==> src/rtl/uart_rx_fifo.sv <==
// Oversampling UART receiver feeding a show-ahead byte queue, with frame and overrun error pulses.
// Define UART_RX_PARITY_EN to add an even-parity bit after the data bits and the parity_err pulse.
`timescale 1ns/1ps
module uart_rx_fifo #(
  parameter int CLK_FREQ   = 100_000_000,
  parameter int BAUD       = 9600,
  parameter int OVERSAMPLE = 16,
  parameter int DATA_BITS  = 8,
  parameter int FIFO_DEPTH = 8
) (
  input  logic                 clk,
  input  logic                 rst,
  input  logic                 rx,
  input  logic                 rd_en,
  output logic [DATA_BITS-1:0] rx_data,
  output logic                 rx_empty,
  output logic                 rx_full,
  output logic                 frame_err,
  output logic                 overrun,
  output logic                 parity_err
);

  localparam int DIV   = CLK_FREQ / (BAUD * OVERSAMPLE);
  localparam int DIV_W = (DIV > 1) ? $clog2(DIV) : 1;
  localparam int OS_W  = $clog2(OVERSAMPLE);
  localparam int BIT_W = $clog2(DATA_BITS);
  localparam int PTR_W = $clog2(FIFO_DEPTH);
  localparam int CNT_W = PTR_W + 1;

  typedef enum logic [2:0] {
    S_IDLE,
    S_START,
    S_DATA,
`ifdef UART_RX_PARITY_EN
    S_PARITY,
`endif
    S_STOP
  } state_t;

  state_t               state_q, state_d;
  logic                 rx_s1_q, rx_s2_q, rx_prev_q;
  logic [DIV_W-1:0]     div_cnt_q, div_cnt_d;
  logic [OS_W-1:0]      os_cnt_q, os_cnt_d;
  logic [BIT_W-1:0]     bit_cnt_q, bit_cnt_d;
  logic [DATA_BITS-1:0] shreg_q, shreg_d;
  logic                 tick, os_last, start_edge;
  logic                 push_req, frame_err_d, parity_err_d, overrun_d;
  logic                 frame_err_q, overrun_q;
`ifdef UART_RX_PARITY_EN
  logic                 par_bad_q, par_bad_d;
  logic                 parity_err_q;
`endif

  logic [DATA_BITS-1:0] mem_q [FIFO_DEPTH];
  logic [PTR_W-1:0]     wr_ptr_q, rd_ptr_q;
  logic [CNT_W-1:0]     count_q, count_d;
  logic                 pop, do_push;

  // Synchronizer; rx_prev_q gives the previous synchronized level for edge detection
  always_ff @(posedge clk) begin
    if (rst) begin
      rx_s1_q   <= 1'b1;
      rx_s2_q   <= 1'b1;
      rx_prev_q <= 1'b1;
    end else begin
      rx_s1_q   <= rx;
      rx_s2_q   <= rx_s1_q;
      rx_prev_q <= rx_s2_q;
    end
  end

  // A low line after a bad stop bit never produces an edge, so IDLE waits for high
  assign start_edge = rx_prev_q & ~rx_s2_q;
  assign tick       = (div_cnt_q == DIV_W'(DIV - 1));
  assign os_last    = (os_cnt_q == OS_W'(OVERSAMPLE - 1));

  always_comb begin
    state_d      = state_q;
    div_cnt_d    = tick ? '0 : div_cnt_q + 1'b1;
    os_cnt_d     = os_cnt_q;
    bit_cnt_d    = bit_cnt_q;
    shreg_d      = shreg_q;
    push_req     = 1'b0;
    frame_err_d  = 1'b0;
    parity_err_d = 1'b0;
`ifdef UART_RX_PARITY_EN
    par_bad_d    = par_bad_q;
`endif
    case (state_q)
      S_IDLE: begin
        if (start_edge) begin
          state_d   = S_START;
          div_cnt_d = '0;
          os_cnt_d  = '0;
        end
      end
      S_START: begin
        if (tick) begin
          if (os_cnt_q == OS_W'(OVERSAMPLE / 2 - 1)) begin
            os_cnt_d  = '0;
            bit_cnt_d = '0;
            state_d   = rx_s2_q ? S_IDLE : S_DATA;
          end else begin
            os_cnt_d = os_cnt_q + 1'b1;
          end
        end
      end
      S_DATA: begin
        if (tick) begin
          if (os_last) begin
            os_cnt_d  = '0;
            shreg_d   = {rx_s2_q, shreg_q[DATA_BITS-1:1]};
            bit_cnt_d = bit_cnt_q + 1'b1;
            if (bit_cnt_q == BIT_W'(DATA_BITS - 1)) begin
`ifdef UART_RX_PARITY_EN
              state_d = S_PARITY;
`else
              state_d = S_STOP;
`endif
            end
          end else begin
            os_cnt_d = os_cnt_q + 1'b1;
          end
        end
      end
`ifdef UART_RX_PARITY_EN
      S_PARITY: begin
        if (tick) begin
          if (os_last) begin
            os_cnt_d  = '0;
            par_bad_d = rx_s2_q ^ (^shreg_q);
            state_d   = S_STOP;
          end else begin
            os_cnt_d = os_cnt_q + 1'b1;
          end
        end
      end
`endif
      S_STOP: begin
        if (tick) begin
          if (os_last) begin
            os_cnt_d = '0;
            state_d  = S_IDLE;
            if (!rx_s2_q) begin
              frame_err_d = 1'b1;
            end else begin
              push_req = 1'b1;
`ifdef UART_RX_PARITY_EN
              parity_err_d = par_bad_q;
`endif
            end
          end else begin
            os_cnt_d = os_cnt_q + 1'b1;
          end
        end
      end
      default: state_d = S_IDLE;
    endcase
  end

  // Receiver state and counters
  always_ff @(posedge clk) begin
    if (rst) begin
      state_q   <= S_IDLE;
      div_cnt_q <= '0;
      os_cnt_q  <= '0;
      bit_cnt_q <= '0;
`ifdef UART_RX_PARITY_EN
      par_bad_q <= 1'b0;
`endif
    end else begin
      state_q   <= state_d;
      div_cnt_q <= div_cnt_d;
      os_cnt_q  <= os_cnt_d;
      bit_cnt_q <= bit_cnt_d;
`ifdef UART_RX_PARITY_EN
      par_bad_q <= par_bad_d;
`endif
    end
  end

  always_ff @(posedge clk) begin
    shreg_q <= shreg_d;
  end

  // Queue: a pop frees the slot a simultaneous push into a full queue needs
  assign rx_empty  = (count_q == '0);
  assign rx_full   = (count_q == CNT_W'(FIFO_DEPTH));
  assign pop       = rd_en & ~rx_empty;
  assign do_push   = push_req & (~rx_full | pop);
  assign overrun_d = push_req & rx_full & ~pop;

  always_comb begin
    case ({do_push, pop})
      2'b10:   count_d = count_q + 1'b1;
      2'b01:   count_d = count_q - 1'b1;
      default: count_d = count_q;
    endcase
  end

  always_ff @(posedge clk) begin
    if (rst) begin
      wr_ptr_q     <= '0;
      rd_ptr_q     <= '0;
      count_q      <= '0;
      frame_err_q  <= 1'b0;
      overrun_q    <= 1'b0;
`ifdef UART_RX_PARITY_EN
      parity_err_q <= 1'b0;
`endif
    end else begin
      if (do_push) wr_ptr_q <= wr_ptr_q + 1'b1;
      if (pop)     rd_ptr_q <= rd_ptr_q + 1'b1;
      count_q      <= count_d;
      frame_err_q  <= frame_err_d;
      overrun_q    <= overrun_d;
`ifdef UART_RX_PARITY_EN
      parity_err_q <= parity_err_d;
`endif
    end
  end

  always_ff @(posedge clk) begin
    if (do_push) mem_q[wr_ptr_q] <= shreg_q;
  end

  assign rx_data   = rx_empty ? '0 : mem_q[rd_ptr_q];
  assign frame_err = frame_err_q;
  assign overrun   = overrun_q;
`ifdef UART_RX_PARITY_EN
  assign parity_err = parity_err_q;
`else
  assign parity_err = 1'b0 & parity_err_d;
`endif

endmodule

==> config.mk <==
export PLATFORM = sky130hd
export DESIGN_NAME = uart_rx_fifo
export DESIGN_NICKNAME = d
export VERILOG_FILES = /design/src/rtl/uart_rx_fifo.sv
export SDC_FILE = /design/constraint.sdc
export NUM_CORES = 1
export LEC_CHECK = 0
export BUFFER_PORTS_ARGS = -buffer_cell sky130_fd_sc_hd__buf_2
export CAP_MARGIN = 5
export CORE_MARGIN = 2
export CORE_UTILIZATION = 42
export DETAILED_ROUTE_END_ITERATION = 16
export PLACE_DENSITY = 0.56
export SYNTH_ARGS = -nofsm -noshare
export SYNTH_HDL_FRONTEND = slang
export SYNTH_SLANG_ARGS = --single-unit
==> constraint.sdc <==
create_clock -name clk -period 3.8 [get_ports clk]
set_clock_uncertainty 0.2 [all_clocks]
set_input_delay 0.76 -clock clk [delete_from_list [all_inputs] [get_ports clk]]
set_output_delay 0.76 -clock clk [all_outputs]
set_load 0.02 [all_outputs]
======== Yosys cells after proc, flatten, opt, wreduce, memory -nomap -nowiden ========
Memory sizes are Yosys's and may differ from the RTL's. A register that Yosys moved wholly into a read port is not among the register bits.
Index checks and enable logic that the tools add are counted.
storage, ports and cells
  bits in registers ....................... 43
  bits in writable memories ............... 64
  bits of input ports ..................... 4
  output and inout bits ................... 13
  logic and storage cells ................. 99
  memories ................................ 1
cells by class
  add/subtract/negate cells ............... 7
  equal/unequal tests ..................... 19
  muxes and demuxes ....................... 35
  bitwise operators ....................... 13
  reduce and logical (&&, ||, !) cells .... 11
memory list
  memory  depth  width  read ports  clocked after memory_dff  write ports  RTL line  source
  mem_q   8      8      1           1                         1            54        logic [DATA_BITS-1:0] mem_q [FIFO_DEPTH];
operator list
  kind                                                             count
  3-bit two-way mux                                                14
  10-bit two-way mux                                               3
  4-bit two-way mux                                                5
  2-bit inequality test, second input constant                     8
  3-bit one-hot mux with 4 select lines                            1
  4-bit one-hot mux with 3 select lines                            1
  10-bit by 1-bit adder with 10-bit output, second input constant  1
  10-bit == test, second input constant                            1
  3-bit by 1-bit adder with 3-bit output, second input constant    3
  4-bit by 1-bit adder with 4-bit output, second input constant    2
  4-bit == test, second input constant                             2
  8-bit two-way mux                                                1
  4-bit one-hot mux with 2 select lines                            1
  8-bit AND reduction                                              1
  1-bit two-way mux                                                7
  1-bit NOT                                                        7
  3-bit by 2-bit == test with 1-bit output, second input constant  2
  3-bit one-hot mux with 2 select lines                            1
  1-bit AND                                                        5
  5-bit AND reduction                                              1
  4-bit by 3-bit == test with 1-bit output, second input constant  1
  4-bit logical NOT                                                1
  4-bit AND reduction                                              1
  2-bit nonzero test                                               2
  13 further kinds                                                 13

======== Logic depth before layout (Yosys ltp) ========
Gate-level depths: netlist of run 1.
  word-level depth ........................ 7
  depth in mapped cells ................... 12
  gate-level depth less buffers ........... 11

======== Worst setup path after synthesis of run 1 ========
No wires, ideal clock.
  path kind ............................... register to register
  start ................................... reg div_cnt_q[5]
  end ..................................... mem mem_q[0][0] (enable)
  setup time .............................. 0.395 ns
  arrival time ............................ 2.541 ns
  data required time ...................... 3.205 ns
  path slack .............................. 0.664 ns
  cell stages (with the launch flop) ...... 5
  path buffers ............................ 0
  period minus slack after synthesis ...... 3.136 ns
  path through ............................ dfxtp_1 or4b_4 nor4_1 nand2_1 nor4_1
on the way
  cells in the longest elaborated chain, start to end .. 6
ends and longest elaborated chain
  item                                     RTL line  source
  from (decl)                              42        logic [DIV_W-1:0] div_cnt_q, div_cnt_d;
  from (signal assigned)                   173       div_cnt_q <= div_cnt_d;
  10-bit == test                           74        assign tick = (div_cnt_q == DIV_W'(DIV - 1));
  1-bit two-way mux                        140       if (tick) begin
  1-bit two-way mux                        89        case (state_q)
  1-bit AND                                190       assign do_push = push_req & (~rx_full | pop);
  1-bit two-way mux                        224       if (do_push) mem_q[wr_ptr_q] <= shreg_q;
  1-bit two-way mux (not written as such)  224
  to (decl)                                54
No other way between the ends.

==> impl_metrics.toml, run 1 <==
[timing]
totalNegativeSetupSlack_ps = 0
rsz0062_at_grt = "false"
setup_violations = 0
max_slew_margin_pct = 44.1
timing.hold.ws_ps = 221
finalMaxSlewViolations = 0
finalHoldViolations = 0
period_minus_slack_ps = 3070
fmax_mhz = 325
finalCritPeriodShare_pct = 80.9
tightestPinTransition_ps = 837

[power_and_ir_drop]
swShare_pct = 27.4
power_density_nw_per_um2 = 454
clockPowerShare_pct = 27.5
internal_power_w = 0.00167
p_seq_share_pct = 56.1
power.total_w = 0.00230
p_leak_nw = 1.70
p_sw_w = 0.000631
peakVddDrop_mv = 0.322
comb_power_share_pct = 16.4

[clock_tree]
cts_tree = "done"
cts_root_buf = "clkbuf_8"
hold_buffers = 0
cts_made_buffers = 9
post_cts_resized = 0
clock_latency_ps = 370
cts_max_level = 3
path_clk_slew_ps = 110
clock_path_buffers = 2
cts_num_sinks = 109
post-cts-setup-buffers = 0

[detailed_routing]
ant_nets = 0
drt_wl_total_um = 8250
post-route-drc-count = 0
dr_total_vias = 2685
viasPerCell = 5.29
drt_first_pass_iters = 4
post_drt_wl_per_cell_um = 16.2
first_iter_violations = 109

[outcome]
status = "finished, final reports clean"

[global_routing]
grtUsageMet2_pct = 24.6
grt-busiest-layer = "met2"
grt_antenna_before_repair = 0
grt-ovfl-total = 0
grt_pass1_vias = 2577
grt_usage_pct = 15.4
grt_max_degree = 29
grt_pass1_wl_um = 13400
gr-usage-met3_pct = 2.35
met1_usage_pct = 20.7

[yosys]
synth-edff-count = 72
async_flop_share_pct = 0
synth_top_cell_area_share_pct = 47.1
syn_avg_cell_area_sq_um = 13.6
ys_seq_area_share_pct = 63.3
syn-cell-area_sq_um = 4590
synth_warnings = 0
syn_inst = 337
synthesis.nets = 351
yosysTopAreaCell = "edfxtp_1"
synthTopCellsByArea = "edfxtp_1 47%, dfxtp_1 16%, mux4_2 7.9%"
ys_seq_elements = 109
synthFlopType = "edfxtp_1"
synth_cell_types = 50

[placement]
dp_hpwl_um = 5520
port_buffers = 15
place.gp.congestion = 0.810

[cells_and_area]
n_fill_cell = 989
area_growth_pct = 10.5
seqCellArea_sq_um = 2900
drive_above_1_share_pct = 20.1
multiInputGateArea_sq_um = 1600
diodes = 0
final_core_util_pct = 47.2
nNetsFinal = 377

[critical_path]
critPathRequiredTime_ps = 2840
path_class = "reg -> out"
crit_fanout = 16
start_kind = "register"
endpoint_kind = "output port"
arrival_ps = 2110

[floorplanning]
die_width_um = 109
start_util_pct = 42.7
fp-row-count = 38
io_pins = 17
core_area_sq_um = 10700
die_area_sq_um = 11800
die_h_um = 109

[run]
drv_cap = 0

[hold_path]
hp-class = "reg -> reg"
## critical path: stages, from the launching register on
cell and delay (ps):
dfxtp_1 880, mux4_2 410, mux2i_1 200, nor2_1 60, buf_2 190
## kinds of logic after synthesis
group | count (synthesis) | synth area share [%]
flip-flops | 109 | 63.3
multiplexers | 30 | 11.0
other | 1 | 0.0818
adder cells (fa/ha/maj) | 10 | 2.89
AND/OR/NAND/NOR | 117 | 13.7
AO/OA/AOI/OAI | 34 | 4.66
XOR/XNOR | 12 | 2.29
buffers and inverters | 24 | 2.07
## cells in the mapped netlist (2+ instances only)
master and instances:
a21o_1 2, a21oi_1 11, a31oi_1 2, and2_1 2, and3_1 3, and3b_1 2, buf_1 4, clkbuf_1 9
dfxtp_1 37, edfxtp_1 72, ha_1 9, inv_1 9, mux2_2 3, mux2i_1 11, mux4_2 16, nand2_1 13
nand2b_1 2, nand3_1 10, nand3b_1 2, nand4_1 10, nand4b_1 4, nor2_1 35, nor2b_1 4, nor3_1 11
nor3b_1 2, nor4_1 3, nor4b_1 3, o211ai_1 3, o21ai_0 7, o22ai_1 2, or2_2 4, or4_1 2
xnor2_1 7, xor2_1 5
## layout make-up
type | count | share of cell area (%)
clock inverters | 6 | 0.913
well taps | 140 | 3.46
flip-flops and latches | 109 | 57.3
inverters | 9 | 0.667
clock buffers | 10 | 2.52
multi-input cells | 204 | 31.5
repair buffers | 30 | 3.70
## registers in the layout, indices dropped and copies added (netlist names), named ones only
signal and cells:
bit_cnt_q 3, os_cnt_q 4, mem_q 64, rx_s1_q 1, state_q 2, div_cnt_q 10
count_q 4, wr_ptr_q 3, overrun 1, shreg_q 8, frame_err 1, rd_ptr_q 3
rx_prev_q 1, rx_s2_q 1
## placed cells by master, fill, tap and decap left out, drive strengths merged, types with 4 or more instances in the layout
master	Yosys	final
dfxtp	37	37
o21ai	7	7
mux2i	11	11
edfxtp	72	72
buf	5	30
or2	4	4
clkbuf	10	10
mux4	16	16
xnor2	7	7
nor2	35	35
nor3	11	11
nand4b	4	4
a21oi	11	11
nand3	10	10
nor2b	4	4
nand2	13	13
nand4	10	10
ha	9	9
xor2	5	5
inv	9	11
## through the flow
step	cells	cell area [sq um]	setup slack, ps
finish	508	5070	727
CTS	508	5070	690
global route	508	5070	570
detailed placement	492	4890	765
floorplan	337	4590	664
global placement	492	4890	836
## power by group through the flow
| stage | clock network, W | logic [W] | registers (W) |
|---|---|---|---|
| global route | 0.000700 | 0.000418 | 0.00130 |
| finish | 0.000632 | 0.000377 | 0.00129 |
| CTS | 0.000655 | 0.000385 | 0.00129 |
| floorplan | 0 | 0.000301 | 0.00130 |
| detailed placement | 0 | 0.000384 | 0.00132 |
| global placement | 0 | 0.000380 | 0.00132 |
## worst paths after layout
check	start	endpoint	slack (ps)	cells past startpoint
hold / removal	rx_s1_q$_SDFF_PP1_	rx_s2_q$_SDFF_PP1_	220	1
hold reg to reg	rx_s1_q$_SDFF_PP1_	rx_s2_q$_SDFF_PP1_	220	1
setup reg to reg	div_cnt_q[5]$_SDFF_PP0_	count_q[3]$_SDFFE_PP0P_	750	9
setup / recovery	register	rx_data[3]	730	4
## per-layer routing
layer,wire length (um),up-vias
met5,0,-
met4,179,0
met2,3940,24
met1,3990,1333
met3,134,11
li1,-,1317
Note: power is estimated with default switching activity, not from simulation.
==> run 2, diff against run 1 <==
==> constraint.sdc (replaced) <==
create_clock -name clk -period 2.86 [get_ports clk]
set_clock_uncertainty 0.2 [all_clocks]
set_input_delay 0.572 -clock clk [delete_from_list [all_inputs] [get_ports clk]]
set_output_delay 0.572 -clock clk [all_outputs]
set_load 0.02 [all_outputs]
==> run 2 against run 1 <==
  * Cell count is 1.8% higher
  * Cell area is 2.2% higher
  * Sequential cell count stayed put
  * Non-clock buffer count is 9 higher
  * Routed wire length is 0.16% lower
  * Clock power is 49% higher
  * Register-to-register slack worse by 550 ps
  * Clock-buffer cell count is 1 lower
  * First-iteration DRC count is 56% higher
  * Highest routed layer unchanged
==> impl_metrics.toml, run 2 (synthesized netlist as in run 1, its figures left out) <==
[outcome]
status = "finished, final reports clean"

[cells_and_area]
seqCellArea_sq_um = 2900
largestRegisters = "mem_q: 64 flops, div_cnt_q: 10 flops, shreg_q: 8 flops"
area_growth_pct = 12.9
drive_above_1_share_pct = 23.1
largest_register = "mem_q"
layout.cells.non_filler = 517
nNetsFinal = 386
n_fill_cell = 969
multiInputGateArea_sq_um = 1610
final_common_cell = "edfxtp_1"
largest_register_ffs = 64
final_core_util_pct = 48.2
final_cell_mix = "72 x edfxtp_1, 37 x dfxtp_1, 35 x nor2_1, 23 x buf_4, 16 x mux4_2"
diodes = 0

[floorplanning]
core_area_sq_um = 10700
io_pins = 17
die_h_um = 109
die_width_um = 109
die_area_sq_um = 11800
fp-row-count = 38
start_util_pct = 42.7

[timing]
rsz0062_at_grt = "false"
fmax_mhz = 370
finalHoldViolations = 0
timing.hold.ws_ps = 179
period_minus_slack_ps = 2700
tightestPinTransition_ps = 616
finalCritPeriodShare_pct = 94.4
finalMaxSlewViolations = 0
max_slew_margin_pct = 58.9
totalNegativeSetupSlack_ps = 0
setup_violations = 0

[critical_path]
path_class = "reg -> out"
crit_fanout = 16
arrival_ps = 1930
r2r-end = "count_q[3]$_SDFFE_PP0P_"
critPathSlowestCell = "mux4_2"
r2r_cells = 10
r2r_slack_ps = 200
cp_cell_sequence = "buf_6, mux4_2, mux2i_1, nor2_1, buf_2"
cp_num_buf_inv = 2
endpoint_kind = "output port"
crit_family = "multiplexers"
start_kind = "register"
critPathRequiredTime_ps = 2090
r2r_start = "os_cnt_q[0]$_SDFFE_PP0P_"
crit_path_max_incr_delay_ps = 540

[hold_path]
holdCritStartpoint = "rx"
whs_path_depth = 2
hp-class = "in -> reg"
worstHoldEndpoint = "rx_s1_q$_SDFF_PP1_"

[detailed_routing]
highest_layer = "met4"
drt_wl_total_um = 8230
wl_met2_um = 4110
viasPerCell = 5.21
drt_first_pass_iters = 6
wl_met1_um = 3790
ant_nets = 0
post_drt_wl_per_cell_um = 15.9
wl_met3_um = 249
dr_total_vias = 2695
first_iter_violations = 170
post-route-drc-count = 0

[power_and_ir_drop]
peakVddDrop_mv = 0.291
power_density_nw_per_um2 = 614
p_leak_nw = 1.77
power.total_w = 0.00318

[global_routing]
grt_pass1_wl_um = 13600
grt_pass1_vias = 2626
grt_usage_pct = 15.6
grt_antenna_before_repair = 0
grt_max_degree = 29
grt-ovfl-total = 0

[clock_tree]
cts_made_buffers = 9
post-cts-setup-buffers = 0
post_cts_resized = 0
path_clk_slew_ps = 110
clock_latency_ps = 370
clock_path_buffers = 2
hold_buffers = 0
cts_tree = "done"
cts_max_level = 3
cts_root_buf = "clkbuf_8"
cts_num_sinks = 109

[run]
drv_cap = 0

[placement]
dp_hpwl_um = 5450
place.gp.congestion = 0.798
placed_cells = 501
port_buffers = 15
## run 2: changes by cell type in the layout (fill, tap and decap cells not counted), sizes merged
cell	before	now
bufinv	0	1
clkinv	2	1
clkbuf	10	9
buf	30	39
inv	11	13
clkinvlp	2	1
## run 2: worst max path at each step
stage | startpoint | endpoint | slack [ps] | depth (start not counted)
after floorplan | div_cnt_q[5]$_SDFF_PP0_ | mem_q[1][0]$_DFFE_PP_ | -100 | 4
after global placement | div_cnt_q[5]$_SDFF_PP0_ | count_q[3]$_SDFFE_PP0P_ | 110 | 9
after detailed placement | div_cnt_q[5]$_SDFF_PP0_ | count_q[3]$_SDFFE_PP0P_ | 60 | 9
after CTS | div_cnt_q[5]$_SDFF_PP0_ | count_q[3]$_SDFFE_PP0P_ | 50 | 9
after global routing | register | rx_data[7] | 4 | 5
final | register | rx_data[7] | 160 | 5
## run 2: layout make-up
cell class              instances  share of cell area, %
multi-input cells             204                   31.0
inverters                       9                  0.652
clock inverters                 7                   1.52
flip-flops and latches        109                   56.0
well taps                     140                   3.38
clock buffers                   9                   2.39
repair buffers                 39                   5.00
## run 2: layer usage
layer,up-vias,global-route usage [%]
met2,36,24.7
met3,6,3.13
met4,0,5.68
met5,-,0
met1,1307,21.2
li1,1346,-
## run 2: stage by stage
stage	instance area, sq um	setup WS [ps]
floorplan	4600	-105
global placement	4970	112
detailed placement	4970	63.8
CTS	5170	48.9
global route	5180	3.90
finish	5180	159
## run 2: where the power goes
group          internal (W)  switching [W]  leakage [nW]
Clock              0.000417       0.000527         0.101
Combinational      0.000230       0.000295         0.725
Sequential          0.00168      0.0000281         0.946
Total               0.00233       0.000850          1.77
==> run 3, diff against run 2 <==
--- a/config.mk
+++ b/config.mk
@@ -10,6 +10,8 @@
 export CORE_MARGIN = 2
 export CORE_UTILIZATION = 42
 export DETAILED_ROUTE_END_ITERATION = 16
+export HOLD_SLACK_MARGIN = 0.03
+export MAX_ROUTING_LAYER = met4
 export PLACE_DENSITY = 0.56
 export SYNTH_ARGS = -nofsm -noshare
 export SYNTH_HDL_FRONTEND = slang
==> run 3 against run 2 <==
  * Clock-buffer cell count unchanged
  * Clock power about the same
  * Worst hold slack worse by 1.9 ps
  * Critical path type unchanged
  * Sequential share of layout area unchanged
  * Core utilization unchanged
  * Cell count unchanged
  * Maximum frequency up 0.20%
  * Non-clock buffer count unchanged
  * Highest routed layer unchanged
  * Via count up 1.1%
==> impl_metrics.toml, run 3 (synthesized netlist as in run 1, its figures left out) <==
[timing]
finalMaxSlewViolations = 0
rsz0062_at_grt = "false"
setup_violations = 0
period_minus_slack_ps = 2700
finalHoldViolations = 0
fmax_mhz = 371
finalCritPeriodShare_pct = 94.3
tightestPinTransition_ps = 610
max_slew_margin_pct = 59.3
totalNegativeSetupSlack_ps = 0

[critical_path]
start_kind = "register"
crit_fanout = 16
path_depth = 5
cp_cell_sequence = "buf_6, mux4_2, mux2i_1, nor2_1, buf_2"
endpoint_kind = "output port"
crit_family = "multiplexers"
critPathSlowestCell = "mux4_2"
r2r_cells = 10
crit_path_max_incr_delay_ps = 540
critPathRequiredTime_ps = 2090
path_class = "reg -> out"
arrival_ps = 1920
cp_num_buf_inv = 2

[cells_and_area]
diodes = 0
n_fill_cell = 969
nNetsFinal = 386
drive_above_1_share_pct = 23.1
largest_register_ffs = 64
largestRegisters = "mem_q: 64 flops, div_cnt_q: 10 flops, shreg_q: 8 flops"
seqCellArea_sq_um = 2900
final_core_util_pct = 48.2
final_cell_mix = "72 x edfxtp_1, 37 x dfxtp_1, 35 x nor2_1, 23 x buf_4, 16 x mux4_2"
multiInputGateArea_sq_um = 1610
area_growth_pct = 12.9
layout.cells.non_filler = 517
final_common_cell = "edfxtp_1"
largest_register = "mem_q"

[floorplanning]
die_area_sq_um = 11800
io_pins = 17
start_util_pct = 42.7
fp-row-count = 38
core_area_sq_um = 10700
die_h_um = 109
die_width_um = 109

[placement]
placed_cells = 501
port_buffers = 15
place.gp.congestion = 0.810
dp_hpwl_um = 5450

[clock_tree]
path_clk_slew_ps = 110
cts_made_buffers = 9
cts_max_level = 3
hold_buffers = 0
cts_root_buf = "clkbuf_8"
clock_latency_ps = 370
clock_path_buffers = 2
post_cts_resized = 0
cts_num_sinks = 109
cts_tree = "done"
post-cts-setup-buffers = 0

[hold_path]
hp-class = "in -> reg"
whs_path_depth = 2

[detailed_routing]
wl_met2_um = 4040
dr_total_vias = 2724
post-route-drc-count = 0
drt_wl_total_um = 8240
drt_first_pass_iters = 5
post_drt_wl_per_cell_um = 15.9
ant_nets = 0
wl_met1_um = 3840
highest_layer = "met4"
first_iter_violations = 162
viasPerCell = 5.27
wl_met3_um = 250

[power_and_ir_drop]
internal_power_w = 0.00233
comb_power_share_pct = 16.5
clockPowerShare_pct = 29.8
swShare_pct = 26.8
peakVddDrop_mv = 0.290
p_sw_w = 0.000852
power_density_nw_per_um2 = 614
p_leak_nw = 1.77
p_seq_share_pct = 53.8

[global_routing]
grt-ovfl-total = 0
grt_max_degree = 29
grt_pass1_wl_um = 13600
grt_usage_pct = 16.0
grt_pass1_vias = 2621
grt_antenna_before_repair = 0

[run]
drv_cap = 0

[outcome]
status = "finished, final reports clean"
[run 3: cell counts in the layout (fill, tap and decap cells not counted)]
Identical to the previous run, type by type.
[run 3: routing by layer]
| metal | global-route usage (%) | vias up |
|---|---|---|
| met5 | - | - |
| met4 | 6.23 | 0 |
| met3 | 2.59 | 10 |
| met2 | 24.6 | 46 |
| met1 | 21.3 | 1322 |
| li1 | - | 1346 |
[run 3: power groups by stage]
stage / clock (W) / combinational (W) / sequential [W]
final: 0.000947 / 0.000524 / 0.00171
after global routing: 0.00104 / 0.000584 / 0.00172
after CTS: 0.000979 / 0.000533 / 0.00171
after detailed placement: 0 / 0.000532 / 0.00175
after global placement: 0 / 0.000529 / 0.00175
after floorplan: 0 / 0.000400 / 0.00173
[run 3: final cells by class]
cell class / count / area share, %
Clock inverter: 7 / 1.52
Multi-Input combinational cell: 204 / 31.0
Tap cell: 140 / 3.38
Timing Repair Buffer: 39 / 5.00
Sequential cell: 109 / 56.0
Clock buffer: 9 / 2.39
Inverter: 9 / 0.652
[run 3: metrics by stage]
stage | hold slack (ps) | setup slack, ps | total power (W) | cell area, sq um
floorplan | 189 | -105 | 0.00213 | 4600
CTS | 155 | 48.9 | 0.00322 | 5170
global placement | 203 | 112 | 0.00227 | 4970
finish | 177 | 164 | 0.00318 | 5180
detailed placement | 203 | 63.8 | 0.00228 | 4970
global route | 175 | 8.17 | 0.00335 | 5180
[run 3: worst paths after layout]
check | start | endpoint | slack (ps)
max | register | rx_data[7] | 160
min | rx | rx_s1_q$_SDFF_PP1_ | 180
max reg2reg | os_cnt_q[0]$_SDFFE_PP0P_ | count_q[3]$_SDFFE_PP0P_ | 200
min reg2reg | rx_s1_q$_SDFF_PP1_ | rx_s2_q$_SDFF_PP1_ | 230
[run 3: worst register-to-register path, cell delays in order, from the launching register on]
cell	delay, ps
dfxtp_1	390
ha_1	210
nand4b_1	150
or4_4	570
nand2_2	100
inv_1	60
ha_1	270
a21o_1	190
a21o_1	190
o311ai_0	90
nand4_1	120
